===== src/rtl/mem_arbiter.sv =====
// mem_arbiter: two-requester round-robin arbiter in front of a single
// line-refill memory port. One access is in flight at a time. The access
// ends either with a one-cycle done pulse and the captured line on
// line_out, or, if memory stays silent for TIMEOUT cycles, with a
// one-cycle err pulse.
module mem_arbiter #(
    parameter int TIMEOUT = 255
) (
    input  logic         clk,
    input  logic         rst,
    input  logic         req0,
    input  logic         req1,
    input  logic [31:0]  addr0,
    input  logic [31:0]  addr1,
    output logic         gnt0,
    output logic         gnt1,
    output logic         done0,
    output logic         done1,
    output logic         err0,
    output logic         err1,
    output logic [127:0] line_out,
    output logic [31:0]  mem_addr,
    output logic         mem_req,
    input  logic [127:0] mem_data_in,
    input  logic         mem_ready
);

    typedef enum logic [1:0] {
        IDLE = 2'd0,
        BUSY = 2'd1,
        DONE = 2'd2
    } state_t;

    // Count value seen in the last permitted BUSY cycle; the increment
    // taken at the end of that cycle is what reaches TIMEOUT.
    localparam logic [7:0] WAIT_LAST = 8'(TIMEOUT - 1);

    state_t        state;
    state_t        state_next;

    logic          winner;      // 0: requester 0 owns the port, 1: requester 1
    logic          last_gnt;    // requester served by the most recent access
    logic [7:0]    wait_cnt;
    logic [31:0]   addr_lat;
    logic [127:0]  line_q;
    logic          err0_q;
    logic          err1_q;

    logic          pick_valid;
    logic          pick;
    logic [31:0]   pick_addr;
    logic          accept;
    logic          capture;
    logic          timeout_hit;

    // Byte offset within the line is irrelevant for whole-line refills.
    logic          unused_addr_bits;
    assign unused_addr_bits = ^{addr0[3:0], addr1[3:0]};

    // Round-robin choice: a lone requester always wins, a tie goes to the
    // requester that was not served last.
    always_comb begin
        pick_valid = req0 | req1;
        pick       = 1'b0;
        if (req0 && req1) begin
            pick = ~last_gnt;
        end else if (req1) begin
            pick = 1'b1;
        end
        pick_addr = pick ? {addr1[31:4], 4'b0000} : {addr0[31:4], 4'b0000};
    end

    // Next-state logic and the per-cycle events derived from it.
    always_comb begin
        state_next  = state;
        accept      = 1'b0;
        capture     = 1'b0;
        timeout_hit = 1'b0;
        case (state)
            IDLE: begin
                if (pick_valid) begin
                    accept     = 1'b1;
                    state_next = BUSY;
                end
            end
            BUSY: begin
                // Data arriving on the last permitted cycle still wins over
                // the timeout.
                if (mem_ready) begin
                    capture    = 1'b1;
                    state_next = DONE;
                end else if (wait_cnt == WAIT_LAST) begin
                    timeout_hit = 1'b1;
                    state_next  = IDLE;
                end
            end
            DONE: begin
                state_next = IDLE;
            end
            default: begin
                state_next = IDLE;
            end
        endcase
    end

    // State register; reset abandons any access in flight.
    always_ff @(posedge clk or posedge rst) begin
        if (rst) begin
            state <= IDLE;
        end else begin
            state <= state_next;
        end
    end

    // Latch the winner and its line-aligned address when an access starts;
    // later address or request changes cannot disturb the access.
    always_ff @(posedge clk or posedge rst) begin
        if (rst) begin
            winner   <= 1'b0;
            addr_lat <= 32'd0;
        end else if (accept) begin
            winner   <= pick;
            addr_lat <= pick_addr;
        end
    end

    // Wait counter: cleared when BUSY is entered, counts silent BUSY cycles.
    always_ff @(posedge clk or posedge rst) begin
        if (rst) begin
            wait_cnt <= 8'd0;
        end else if (accept) begin
            wait_cnt <= 8'd0;
        end else if (state == BUSY && !mem_ready) begin
            wait_cnt <= wait_cnt + 8'd1;
        end
    end

    // Line capture; memory data is only looked at while BUSY.
    always_ff @(posedge clk or posedge rst) begin
        if (rst) begin
            line_q <= 128'd0;
        end else if (capture) begin
            line_q <= mem_data_in;
        end
    end

    // Last-grant history advances when an access finishes, either way.
    always_ff @(posedge clk or posedge rst) begin
        if (rst) begin
            last_gnt <= 1'b1;
        end else if (state == DONE || timeout_hit) begin
            last_gnt <= winner;
        end
    end

    // Timeout pulse, visible during the first IDLE cycle after the abort.
    always_ff @(posedge clk or posedge rst) begin
        if (rst) begin
            err0_q <= 1'b0;
            err1_q <= 1'b0;
        end else begin
            err0_q <= timeout_hit & ~winner;
            err1_q <= timeout_hit & winner;
        end
    end

    assign mem_req  = (state == BUSY);
    assign mem_addr = addr_lat;
    assign line_out = line_q;
    assign gnt0     = (state == BUSY || state == DONE) && !winner;
    assign gnt1     = (state == BUSY || state == DONE) && winner;
    assign done0    = (state == DONE) && !winner;
    assign done1    = (state == DONE) && winner;
    assign err0     = err0_q;
    assign err1     = err1_q;

endmodule


===== config.mk =====
export PLATFORM = sky130hd
export DESIGN_NAME = mem_arbiter
export DESIGN_NICKNAME = d
export VERILOG_FILES = /design/src/rtl/mem_arbiter.sv
export SDC_FILE = /design/constraint.sdc
export NUM_CORES = 1
export LEC_CHECK = 0
export ABC_AREA = 1
export CELL_PAD_IN_SITES_DETAIL_PLACEMENT = 1
export CELL_PAD_IN_SITES_GLOBAL_PLACEMENT = 1
export CORE_UTILIZATION = 30
export CTS_CLUSTER_SIZE = 40
export DETAILED_ROUTE_END_ITERATION = 8
export PLACE_DENSITY_LB_ADDON = 0.05
export SKIP_LAST_GASP = 1
export SYNTH_ARGS = -nofsm -noshare
export SYNTH_HDL_FRONTEND = slang
export SYNTH_SLANG_ARGS = --single-unit
export TNS_END_PERCENT = 10

===== constraint.sdc =====
create_clock -name clk -period 15.97 [get_ports clk]
set_input_delay 3.194 -clock clk [delete_from_list [all_inputs] [get_ports clk]]
set_output_delay 3.194 -clock clk [all_outputs]
set_load 0.02 [all_outputs]

# == Word-level counts from Yosys, hierarchy flattened ==
# Index checks and enable logic that the tools add are counted.
# totals
ff_bits,174
in_bits,197
output_inout_bits,167
word_cells,48
# classes
addsub,1
n_eq_ne,5
mux,16
bitwise_logic,5
reduce_logical,13
# ops
op,n
32-bit two-way mux,1
8-bit two-way mux,2
1-bit two-way mux,9
"8-bit by 1-bit adder with 8-bit output, second input constant",1
"8-bit equality test, second input constant",1
1-bit logical AND,6
2-bit two-way mux,3
2-bit one-hot mux with 2 select lines,1
"3-bit by 1-bit != test with 1-bit output, second input constant",1
1-bit bitwise AND,2
"2-bit by 1-bit equality test with 1-bit output, second input constant",1
"2-bit equality test, second input constant",1
1-bit zero test,2
2-bit zero test,1
1-bit logical OR,2
"2-bit != test, second input constant",1
1-bit inverter,2
2-bit AND reduction,1
2-bit nonzero test,1
1-bit bitwise OR,1

# == Depth between registers and ports, before layout ==
# logic_depth
ltp_word,5
mapped_depth,9
mapped_depth_nobuf,9

# == Least setup slack after synthesis ==
# No wires, ideal clock.
# synth_timing
kind,register to output
start,reg state[0]
end,out gnt0
arrival_time_ns,0.995
setup_slack_ns,11.781
stages_incl_launch_ff,5
path_cell_list,dfrtp_1 -> inv_1 -> ha_1 -> inv_1 -> nor2_1
# synth_between
elab_chain_cells,3
word_cells_on_any_way,4
cone_classes,2 x eq/ne; 2 x reduce/logical
# synth_lines
element,line_no,rtl
start: declaration,38,state_t state;
start signal: assignment,111,state <= state_next;
2-bit by 1-bit equality test with 1-bit output / 2-bit equality test (equally long branches),170,assign gnt0 = (state == BUSY || state == DONE) && !winner;
1-bit logical OR *,170,
1-bit logical AND *,170,
end: declaration,15,"output logic gnt0,"
# Every way passes the cells marked *; elsewhere a longest branch is shown, timed or not.

# == Final worst setup path ==
# layout_timing
start,in req0
end,"reg addr_lat[18], in the netlist mem_addr[18]"
# layout_between
elab_chain_cells,3
word_cells_on_any_way,6
cone_classes,4 x mux; 1 x bitwise; 1 x reduce/logical
# layout_lines
element,line_no,rtl
start: declaration,11,"input logic req0,"
1-bit bitwise OR / 1-bit logical AND (equally long branches),"63, 65",
"1-bit two-way mux, on equally long branches","81, 65",
1-bit two-way mux / 32-bit two-way mux (equally long branches),"79, 70",
end signal: assignment,123,addr_lat <= pick_addr;
end: declaration,44,logic [31:0] addr_lat;
# Parallel ways exist; a longest one is shown, timed or not.
# A chain may end at the register's enable or synchronous reset.

==> impl_metrics.env <==
export IMPL_synth_main_ff_cell="dfrtp_1"
export IMPL_post_cts_setup_buffers=0
export IMPL_yosysMostFrequentCell="nand2_1"
export IMPL_p_seq_share_pct=33.2
export IMPL_yosysSeqAreaShare_pct=61.0
export IMPL_r2r_start="state[1]"
export IMPL_die_h_um=154
export IMPL_start_util_pct=30.7
export IMPL_grt_setup_unrepaired="no"
export IMPL_antenna_found_initial=1
export IMPL_grt_overflow=0
export IMPL_hold_violations=0
export IMPL_io_pins=364
export IMPL_vias=6502
export IMPL_grt_max_degree=104
export IMPL_dieArea_um2=23800
export IMPL_critPathMaxStageDelay_ns=0.94
export IMPL_whs_path_depth=2
export IMPL_die_w_um=154
export IMPL_clockBufferDepth=2
export IMPL_final_max_slew_viol_count=0
export IMPL_core_area_um2=22700
export IMPL_hold_buffers=0
export IMPL_tns_ns=0
export IMPL_r2r_cells=7
export IMPL_rows=55
export IMPL_synth_area_um2=6970
export IMPL_finalClockSkew_ns=0.0172
export IMPL_final_min_clock_period_ns=5.61
export IMPL_dp_hpwl_um=17000
export IMPL_p_clk_share_pct=17.7
export IMPL_cts_buffers=17
export IMPL_min_to="line_out[71]"
export IMPL_synth_common_cells="444 x nand2_1, 169 x dfrtp_1, 63 x nand3_1, 28 x o21a_1, 26 x buf_2"
export IMPL_clock_sinks=170
export IMPL_drc=0
export IMPL_arrival_ns=5.92
export IMPL_drv_cap=0
export IMPL_r2r_setup_slack_ns=13.11
export IMPL_synth_edf_count=0
export IMPL_path_class="in -> reg"
export IMPL_firstDrtPassIters=6
export IMPL_finalSetupViolations=0
export IMPL_drt_vias_per_instance=4.54
export IMPL_cp_end_kind="register"
export IMPL_syn2layout_area_growth_pct=60.5
export IMPL_port_buffers=351
export IMPL_track_usage_pct=20.7
export IMPL_grt_pass1_wl_um=37900
export IMPL_power_switching_share_pct=40.4
export IMPL_ant_nets=0
export IMPL_power_total_mw=2.19
export IMPL_wl_um=24000
export IMPL_nets=1336
export IMPL_clkLatencyLatePin_ns=0.43
export IMPL_wire_per_inst_um=16.7
export IMPL_synthArstFlopShare_pct=100
export IMPL_path_common_cell="nand2_1"
export IMPL_synth_area_leaders="dfrtp_1 61%, nand2_1 24%, nand3_1 4.5%"
export IMPL_cts_tree="built"
export IMPL_finalCritPeriodShare_pct=35.1
export IMPL_switchingPower_mw=0.888
export IMPL_max_freq_mhz=178
export IMPL_start_kind="primary input"
export IMPL_drive_gt1_share_pct=3.49
export IMPL_hold_class="reg -> reg"
export IMPL_yosys_warnings=0
export IMPL_clk_pin_slew_worst_paths_ns=0.07
export IMPL_p_leak_nw=5.32
export IMPL_worst_ir_drop_vdd_mv=0.0749
export IMPL_grt_pass1_vias=6833
export IMPL_synthCells=806
export IMPL_postSynthAreaPerCell_um2=8.65
export IMPL_yosys_area_top_type="dfrtp_1"
export IMPL_worst_path_max_fanout=29
export IMPL_reg2reg_to="line_out[121]"
export IMPL_cp_slowest_cell="nand2_1"
export IMPL_status="complete, no violations"
export IMPL_cp_cell_sequence="clkdlybuf4s50_1, nand2_1, nand2_1, nand2_1, nand3_1, o21a_1"
export IMPL_p_int_mw=1.31
export IMPL_cp_required_ns=16.28
export IMPL_worstHoldStart="line_out[71]"
export IMPL_cts_resized=0
export IMPL_combPwrFrac_pct=49.1
export IMPL_drt_initial_drc_count=311
export IMPL_place_gp_congestion=0.728
export IMPL_yosysTopAreaCellShare_pct=60.7
export IMPL_ctsRootBufferMaster="clkbuf_16"
export IMPL_powerDensity_nw_per_um2=196
export IMPL_worst_pin_slew_ns=1.06
export IMPL_yosysUniqueCellTypes=21
export IMPL_timing_slew_headroom_pct=29.3
export IMPL_h_tree_depth=4
export IMPL_synth_seq_cells=170
-- sequential cells by signal, summed over array words and instances, names as in the netlist --
name,flops
line_out,128
mem_addr,28
wait_cnt,8
state,2
err0,1
err1,1
last_gnt,1
winner,1
-- routing by layer --
metal  part of all wire [%]  global-route usage (%)  up-vias
met1                     41                    23.7     3120
met5                      0                       0        -
met4                    1.1                    5.75        0
met2                     49                    35.1      222
li1                       -                       -     3143
met3                    9.6                    8.74       17
-- critical path, delay by kind of cell --
family / cells / cell delay, ns
simple gates: 4 / 2.08
buf+inv: 1 / 0.46
compound gates: 1 / 0.17
-- kinds of logic (layout without fill, tap and decap cells) --
kind of cell	count (synthesis)	in the layout	synth area share [%]
AO/OA/AOI/OAI	38	38	3.86
buffers and inverters	67	404	4.61
flip-flops	170	170	61.0
other	1	5	0.0538
adder cells (fa/ha/maj)	5	5	0.898
AND/OR/NAND/NOR	525	525	29.5
-- cell usage in the layout (no fill, tap or decap) --
cell             Yosys  routed
clkbuf_1            13       1
inv_6                0       4
inv_8                0       1
o211a_1              1       1
buf_4                8       4
nor3b_1              1       1
o21ai_2              1       1
conb_1               1       4
nand2_1            444     443
clkinvlp_4           0       4
o21ai_0              5       5
diode_2              0       1
a21oi_1              3       3
clkinv_2             0       1
clkbuf_16            0      17
nand4_1              2       2
nand2_4              0       1
clkinv_8             0       1
clkdlybuf4s50_1      0     351
inv_4                0       1
inv_2                1       1
ha_1                 5       5
dfrtp_1            169     169
o21a_1              28      28
clkinv_4             0       3
nand3_1             63      63
dfstp_2              1       1
inv_1               17      15
nor2_1              15      15
-- final cells by class --
type / count / area, µm²
fillers: 2666 / 11500
flip-flops and latches: 170 / 4260
repair buffers: 355 / 3540
multi-input cells: 572 / 2410
clock buffers: 18 / 429
well taps: 285 / 357
clock inverters: 13 / 115
inverters: 18 / 75.1
diodes: 1 / 2.50
-- through the flow --
step,setup WS [ns],area (µm²),hold WS (ns),std cells,util (%)
2_1_floorplan,8.17,6980,0.466,809,-
3_3_place_gp,9.87,10600,0.461,1400,46.9
3_5_place_dp,9.88,10600,0.464,1400,46.9
4_1_cts,10.32,11200,0.482,1431,49.3
5_1_grt,10.10,11200,0.492,1432,49.3
6_report,10.36,11200,0.477,1432,49.3
-- power groups by stage --
stage | clock network (mW) | registers [mW] | logic (mW)
2_1_floorplan | 0 | 0.951 | 0.329
6_report | 0.389 | 0.728 | 1.08
3_5_place_dp | 0 | 0.734 | 1.09
3_3_place_gp | 0 | 0.725 | 1.08
5_1_grt | 0.418 | 0.755 | 1.17
4_1_cts | 0.404 | 0.731 | 1.10
-- worst max path at each step --
stage | start | to | cells after the start
4_1_cts | req0 | mem_addr[18] | 6
3_5_place_dp | req0 | mem_addr[16] | 6
5_1_grt | req0 | mem_addr[27] | 6
6_report | req0 | mem_addr[18] | 6
3_3_place_gp | req0 | mem_addr[5] | 6
2_1_floorplan | rst | err0 | 1
Power figures use the tool's default switching activity.
